## src/rtl/fetch_stage.sv

```systemverilog
// Instruction-fetch stage: owns the PC, issues reads to a 1-cycle synchronous
// instruction memory and presents fetch_instr/fetch_pc/fetch_valid to decode.
// A halt freezes the stage and parks any in-flight response in a one-entry skid.
// A taken branch redirects the PC, drops everything in flight and inserts a bubble.
// Optional feature macro: FETCH_MISALIGN_CHK_EN. When it is defined, fetch_misalign
// pulses for one cycle after a redirect to a target whose low two bits are non-zero.
module fetch_stage #(
    parameter int unsigned     XLEN      = 32,
    parameter logic [XLEN-1:0] RESET_PC  = 32'h0000_0000,
    parameter logic [XLEN-1:0] NOP_INSTR = 32'h0000_0013
) (
    input  logic            clk,
    input  logic            rst_n,
    input  logic            halt_fetch,
    input  logic            taken_branch,
    input  logic [XLEN-1:0] branch_target,
    output logic            imem_req,
    output logic [XLEN-1:0] imem_addr,
    input  logic [XLEN-1:0] imem_rdata,
    output logic [XLEN-1:0] fetch_instr,
    output logic [XLEN-1:0] fetch_pc,
    output logic            fetch_valid,
    output logic            fetch_misalign
);

    typedef enum logic [1:0] {IDLE, RUN, STALL, FLUSH} state_e;

    state_e          state_q, state_d;
    logic [XLEN-1:0] pc_q, pc_d;
    logic [XLEN-1:0] req_pc_q, req_pc_d;
    logic            rsp_pend_q, rsp_pend_d;
    logic [XLEN-1:0] fetch_instr_q, fetch_instr_d;
    logic [XLEN-1:0] fetch_pc_q, fetch_pc_d;
    logic            fetch_valid_q, fetch_valid_d;
    logic [XLEN-1:0] skid_instr_q, skid_instr_d;
    logic [XLEN-1:0] skid_pc_q, skid_pc_d;
    logic            skid_valid_q, skid_valid_d;
    logic            issue;
`ifdef FETCH_MISALIGN_CHK_EN
    logic            misalign_q, misalign_d;
`endif

    // Next-state and request logic; branch outranks halt, halt outranks normal flow.
    always_comb begin
        state_d       = state_q;
        pc_d          = pc_q;
        req_pc_d      = req_pc_q;
        rsp_pend_d    = rsp_pend_q;
        fetch_instr_d = fetch_instr_q;
        fetch_pc_d    = fetch_pc_q;
        fetch_valid_d = fetch_valid_q;
        skid_instr_d  = skid_instr_q;
        skid_pc_d     = skid_pc_q;
        skid_valid_d  = skid_valid_q;
        issue         = 1'b0;
`ifdef FETCH_MISALIGN_CHK_EN
        misalign_d    = 1'b0;
`endif
        if (taken_branch) begin
            pc_d          = branch_target & ~XLEN'(3);
            skid_valid_d  = 1'b0;
            rsp_pend_d    = 1'b0;
            fetch_instr_d = NOP_INSTR;
            fetch_valid_d = 1'b0;
            state_d       = FLUSH;
`ifdef FETCH_MISALIGN_CHK_EN
            misalign_d    = |branch_target[1:0];
`endif
        end else if (halt_fetch) begin
            state_d = STALL;
            // The response for the last request arrives now; park it so it is not lost.
            if (rsp_pend_q) begin
                skid_instr_d = imem_rdata;
                skid_pc_d    = req_pc_q;
                skid_valid_d = 1'b1;
                rsp_pend_d   = 1'b0;
            end
        end else begin
            unique case (state_q)
                IDLE, FLUSH: state_d = RUN;
                RUN: begin
                    issue = 1'b1;
                    if (rsp_pend_q) begin
                        fetch_instr_d = imem_rdata;
                        fetch_pc_d    = req_pc_q;
                        fetch_valid_d = 1'b1;
                    end
                end
                STALL: begin
                    issue   = 1'b1;
                    state_d = RUN;
                    if (skid_valid_q) begin
                        fetch_instr_d = skid_instr_q;
                        fetch_pc_d    = skid_pc_q;
                        fetch_valid_d = 1'b1;
                        skid_valid_d  = 1'b0;
                    end
                end
                default: state_d = IDLE;
            endcase
            if (issue) begin
                pc_d       = pc_q + XLEN'(4);
                req_pc_d   = pc_q;
                rsp_pend_d = 1'b1;
            end
        end
    end

    // State and datapath registers with asynchronous active-low reset.
    always_ff @(posedge clk or negedge rst_n) begin
        if (!rst_n) begin
            state_q       <= IDLE;
            pc_q          <= RESET_PC;
            req_pc_q      <= '0;
            rsp_pend_q    <= 1'b0;
            fetch_instr_q <= NOP_INSTR;
            fetch_pc_q    <= '0;
            fetch_valid_q <= 1'b0;
            skid_instr_q  <= '0;
            skid_pc_q     <= '0;
            skid_valid_q  <= 1'b0;
        end else begin
            state_q       <= state_d;
            pc_q          <= pc_d;
            req_pc_q      <= req_pc_d;
            rsp_pend_q    <= rsp_pend_d;
            fetch_instr_q <= fetch_instr_d;
            fetch_pc_q    <= fetch_pc_d;
            fetch_valid_q <= fetch_valid_d;
            skid_instr_q  <= skid_instr_d;
            skid_pc_q     <= skid_pc_d;
            skid_valid_q  <= skid_valid_d;
        end
    end

`ifdef FETCH_MISALIGN_CHK_EN
    // One-cycle misaligned-target flag, raised the cycle after the redirect.
    always_ff @(posedge clk or negedge rst_n) begin
        if (!rst_n) begin
            misalign_q <= 1'b0;
        end else begin
            misalign_q <= misalign_d;
        end
    end

    assign fetch_misalign = misalign_q;
`else
    assign fetch_misalign = 1'b0;
`endif

    assign imem_req    = issue;
    assign imem_addr   = pc_q;
    assign fetch_instr = fetch_instr_q;
    assign fetch_pc    = fetch_pc_q;
    assign fetch_valid = fetch_valid_q;

endmodule

```

## config.mk

```make
export PLATFORM = sky130hd
export DESIGN_NAME = fetch_stage
export DESIGN_NICKNAME = d
export VERILOG_FILES = /design/src/rtl/fetch_stage.sv
export SDC_FILE = /design/constraint.sdc
export NUM_CORES = 1
export LEC_CHECK = 0
export CORE_MARGIN = 3
export CORE_UTILIZATION = 52
export DETAILED_ROUTE_END_ITERATION = 8
export PLACE_DENSITY = 0.84
export SYNTH_ARGS = -nofsm -noshare
export SYNTH_HDL_FRONTEND = slang
export SYNTH_SLANG_ARGS = --single-unit
```

## constraint.sdc

```tcl
create_clock -name clk -period 2.2 [get_ports clk]
set_clock_uncertainty 0.15 [all_clocks]
set_input_delay 0.33 -clock clk [delete_from_list [all_inputs] [get_ports clk]]
set_output_delay 0.33 -clock clk [all_outputs]
set_load 0.01 [all_outputs]
```

## Yosys cells after proc, flatten, opt, wreduce, memory -nomap -nowiden

Index checks and enable logic that the tools add are counted.
W data, S select, Z words.

| storage, ports and cells | value |
|---|---|
| flip-flop bits (word level) | 197 |
| latch bits | 0 |
| bits in writable memories | 0 |
| bits in read-only memories | 0 |
| input bits | 68 |
| output and inout bits | 99 |
| logic and storage cells | 67 |
| memories | 0 |

| operators by class | value |
|---|---|
| add/sub/neg operators | 1 |
| $mul | 0 |
| div/mod/pow operators | 0 |
| $lt $le $gt $ge | 0 |
| equality and inequality tests | 9 |
| shifts and indexed selects | 0 |
| multiplexer cells | 30 |
| bitwise gates (word level) | 2 |
| reductions and logical operators | 15 |

Operators with widths:

| kind | number |
|---|---|
| $mux W32 | 9 |
| $pmux W32 S2 | 2 |
| $add A32 B3 Y32 const B | 1 |
| $mux W1 | 15 |
| $reduce_bool A3 Y1 | 4 |
| $mux W2 | 3 |
| $ne A3 B3 Y1 const B | 2 |
| $reduce_and A3 Y1 | 2 |
| $reduce_and A5 Y1 | 1 |
| $eq A2 B2 Y1 const B | 2 |
| $ne A2 B2 Y1 const B | 2 |
| $reduce_and A2 Y1 | 2 |
| $reduce_and A4 Y1 | 1 |
| $reduce_bool A2 Y1 | 2 |
| $ne A3 B1 Y1 const B | 1 |
| $reduce_or A3 Y1 | 1 |
| $eq A2 B1 Y1 const B | 1 |
| $logic_not A2 Y1 | 1 |
| $ne A2 B1 Y1 const B | 1 |
| $not A1 Y1 | 2 |
| $pmux W1 S2 | 1 |
| $reduce_or A2 Y1 | 1 |

## Logic depth before layout (Yosys ltp)

| logic depth | value |
|---|---|
| depth in word-level cells | 8 |
| mapped depth | 10 |
| depth with buffers taken out | 7 |

## Worst setup path before layout

OpenSTA, ideal clock, no wires.

| path | value |
|---|---|
| path type | flip-flop to flip-flop |
| from | reg state_q[0] |
| to | reg pc_q[18] (netlist: imem_addr[18]) |
| library setup time | 76 ps |
| arrival | 1740 ps |
| required time | 1974 ps |
| path slack | 233 ps |
| cell stages (with the launch flop) | 8 |
| path buffers | 0 |
| period minus slack after synthesis | 1967 ps |
| cell sequence | dfrtp_1 inv_1 ha_1 or3b_4 nor3_4 nand4_1 xor2_1 o21ai_1 |

| on the way | value |
|---|---|
| longest elaborated chain between the ends | 7 |
| elaborated cells on any way between the ends | 8 |
| those cells by class | eq/ne (2); mux (3); reduce/logical (3) |

RTL lines:

| element | RTL line | RTL |
|---|---|---|
| start, declared | 28 | `state_e state_q, state_d;` |
| start signal, assigned | 123 | `state_q <= state_d;` |
| $eq A2 B2 Y1 or $eq A2 B1 Y1 (tied branches) | 79 | `unique case (state_q)` |
| $reduce_or A2 Y1 (no line) (*) | - |  |
| $mux W1 (*) | 79 |  |
| $mux W1 (*) | 69 | `end else if (halt_fetch) begin` |
| $mux W1 (*) | 59 | `if (taken_branch) begin` |
| $reduce_bool A2 Y1 (no line) (*) | - |  |
| $reduce_and A2 Y1 (no line) (*) | - |  |
| end signal, assigned | 124 | `pc_q <= pc_d;` |
| end, declared | 29 | `logic [XLEN-1:0] pc_q, pc_d;` |

Every way passes the cells marked *; elsewhere a longest branch is shown, timed or not. The select of a mux whose other input is x is not followed.
A chain may end at the register's enable or synchronous reset.

## Final worst setup path

| path | value |
|---|---|
| from | reg state_q[0] |
| to | reg pc_q[16] (netlist: imem_addr[16]) |

The elaborated chain is that of the path after synthesis.

==> run_results.csv <==
group,metric,value,unit
outcome,status,"finished clean",
sta,max_clock_freq,460,MHz
critical_path,cp-end-kind,"flop",
critical_path,kind_of_cell_adding_the_most_delay_to_the_critical_path,"simple AND/OR/NAND/NOR gates",
sta,final-hold-violation-count,0,
routing,wl_met2,10200,microns
critical_path,worstPathBufferInverterCount,2,
routing,total_routed_length,20500,microns
logic_synthesis,synth_top_cell_by_area,"sky130_fd_sc_hd__dfrtp_1",
die,die_h,134,microns
die,placementRows,46,
clocking,latest_clock_arrival_within_the_worst_skew_pair,0.43,ns
clocking,cts_tree,"built",
grt,grt_first_pass_wirelength,33100,microns
die,die_area,18000,sq um
final_layout,layout_commonest_cell,"sky130_fd_sc_hd__dfrtp_1",
final_layout,drive_above_1_share,16.9,%
logic_synthesis,ys_seq_elements,189,
routing,dr.first_iter.drc_count,468,
die,start_util,53.5,%
routing,top_signal_layer_used,"met4",
grt,globalRoute.totalOverflow,0,
critical_path,critical_path_cell_sequence,"inv_2 -> ha_4 -> buf_6 -> or3b_4 -> nor3_4 -> nand2_1 -> xnor2_2 -> o21ai_0",
critical_path,criticalPathCategory,"reg2reg",
logic_synthesis,synth_top_area_share,54.6,%
routing,detailroute.wirelength.met3,1280,microns
power,vdd_drop_max,605,uV
critical_path,worst_ep_arrival_time,2.33,ns
die,core_area,15900,sq um
routing,via_per_inst,5.47,
critical_path,critPathSlowestCell,"sky130_fd_sc_hd__or3b_4",
die,io_pins,167,
job,drv.max_cap_violation_count,0,
sta,rsz0062_at_grt,"true",
grt,grt_pass1_vias,6381,
logic_synthesis,ys_top_cells_by_area,"sky130_fd_sc_hd__dfrtp_1 (55%), sky130_fd_sc_hd__mux2_2 (8.2%), sky130_fd_sc_hd__mux2i_1 (7.5%)",
critical_path,worstPathRequired,2.35,ns
power,leakage,4.83,nW
placement,globalplace.congestion,0.839,
routing,route.layer.met1.wl,8460,microns
sta,final_max_slew_viol_count,0,
sta,setup_viol,0,
clocking,cts.path.max_buffers,2,
critical_path,path_max_fanout,5,
sta,timing.final.crit_period,2.18,ns
logic_synthesis,synth_cells,770,
logic_synthesis,syn_area_per_cell,11.1,sq um
clocking,cts.sink_count,189,
logic_synthesis,post_synth_num_cell_types,50,
final_layout,ant_diodes,0,
logic_synthesis,netlist_area,8530,sq um
logic_synthesis,ys_warn_count,0,
routing,detail_route.drc_violations,0,
routing,route.vias.total,6357,
placement,detailedPlacementHpwl,13900,microns
placement,numPortBuffers,159,
logic_synthesis,synth_sequential_area_ratio,55.5,%
grt,grt_max_degree,91,
grt,grt_util_all_layers,23.2,%
die,die_w,134,microns
critical_path,worstSetupStartpointType,"flop",
final_layout,area.growth.synth_to_final,30.6,%
critical_path,delay_of_the_slowest_critical_path_stage,0.41,ns
placement,dp_cells,1128,
routing,antenna_violating_nets_post_route,0,
final_layout,finalCoreUtilization,69.9,%
hold_path,hold_class,"in2async",
clocking,clk_transition_reported_paths,0.07,ns
routing,wire_per_inst,17.7,microns
clocking,cts.root.buffer_cell,"sky130_fd_sc_hd__clkbuf_16",
clocking,number_of_buffers_created_by_cts,17,
clocking,h-tree-depth,4,
grt,antenna_violations_before_repair,0,
final_layout,count_of_nets_after_finishing,1006,
final_layout,finalNonFillerCells,1163,
sta,layout_worst_path_cycle_share,98.9,%
power,p_per_area,909,nW/um^2
final_layout,final_cell_mix,"sky130_fd_sc_hd__dfrtp_1 (186), sky130_fd_sc_hd__clkdlybuf4s50_1 (156), sky130_fd_sc_hd__nand2_1 (129)",
routing,detail_route.first_pass.iterations,5,
worst register-to-register path, cell delays in order (launching register included):
cell                      delay (ns)
sky130_fd_sc_hd__dfrtp_1        0.40
sky130_fd_sc_hd__inv_2          0.08
sky130_fd_sc_hd__ha_4           0.21
sky130_fd_sc_hd__buf_6          0.12
sky130_fd_sc_hd__or3b_4         0.41
sky130_fd_sc_hd__nor3_4         0.27
sky130_fd_sc_hd__nand2_1        0.14
sky130_fd_sc_hd__xnor2_2        0.17
sky130_fd_sc_hd__o21ai_0        0.09
cell families (layout without fill, tap and decap cells):
group | after synthesis | count (layout) | share of synthesized area, %
DFF | 189 | 189 | 55.5
and+or+nand+nor | 256 | 256 | 14.4
buffers and inverters | 59 | 232 | 3.48
muxes | 126 | 126 | 15.7
xor gates and xnor gates | 26 | 26 | 2.67
adders and majority gates | 4 | 4 | 0.587
other | 1 | 5 | 0.0440
AOI/OAI and AO/OA | 109 | 109 | 7.61
state kept, by name, indices dropped and copies added (netlist names):
register	flops
fetch_instr	32
req_pc_q	30
state_q	2
skid_valid_q	1
fetch_pc	30
imem_addr	30
fetch_valid	1
skid_instr_q	32
rsp_pend_q	1
skid_pc_q	30
worst paths after layout:
kind,from,endpoint,slack (ns),cells past startpoint
worst max-delay path,state_q[0],imem_addr[16],0.02,8
worst min register to register,req_pc_q[4],req_pc_q[4],0.34,2
min in group clk,branch_target[21],imem_addr[21],0.31,3
max in group asynchronous,rst_n,fetch_instr[4],0.94,3
worst min-delay path,rst_n,fetch_pc[29],0.24,2
worst max register to register,state_q[0],imem_addr[16],0.02,8
synth_stat cells (all sizes together):
library cell,number
xnor2,8
a211oi,30
clkbuf,11
o31ai,2
nand4b,2
nor2b,2
a21oi,38
dfstp,3
nand3,12
o211ai,1
or2,1
o32ai,1
mux2i,64
or3,1
nor4,4
o311ai,1
nand2,130
and4bb,1
o221ai,1
and4,2
conb,1
or3b,1
nand4,14
o21ai,34
and2,2
nor3,7
inv,7
buf,41
a211o,1
dfrtp,186
xor2,18
ha,4
mux2,62
nor2,69
nand2b,1
and3,7
report_power, final:
| group | leakage [nW] | total [mW] | switching (mW) | internal [mW] |
|---|---|---|---|---|
| Combinational | 2.18 | 2.26 | 0.987 | 1.27 |
| Clock | 0.285 | 3.10 | 1.31 | 1.78 |
| Sequential | 2.37 | 4.77 | 0.506 | 4.27 |
final cells by class:
type / instances / area, sq um
fill: 1164 / 4800
sequential: 189 / 4730
multi-input combinational: 526 / 3570
timing repair buffer: 193 / 1940
clock buffer: 17 / 425
tap: 216 / 270
clock inverter: 15 / 171
inverter: 7 / 26.3
timing repair:
item	4_1_cts	5_1_grt
hold buffers	1	0
resized for setup	7	6
buffers inserted	0	2
pin swaps	0	6
endpoints found under the setup margin	2	9
endpoints found under the hold margin	38	0
per-layer routing:
layer	vias to the layer above	track usage, %
met5	-	0
met2	212	37.8
met1	3124	30.9
li1	2976	-
met4	0	9.11
met3	45	4.99
per-stage QoR:
step | hold WS [ns] | power [mW] | cell area [sq um] | setup WS, ns | setup TNS (ns)
after global routing | 0.257 | 10.7 | 11100 | -0.0784 | -0.276
after CTS | 0.243 | 10.2 | 11100 | 0.0176 | 0
after floorplan | -0.116 | 5.90 | 8540 | 0.233 | 0
final | 0.244 | 10.1 | 11100 | 0.0241 | 0
after global placement | 0.133 | 6.93 | 10500 | -0.0411 | -0.0411
after detailed placement | 0.135 | 7.07 | 10500 | -0.0536 | -0.124
Power figures use the tool's default switching activity.
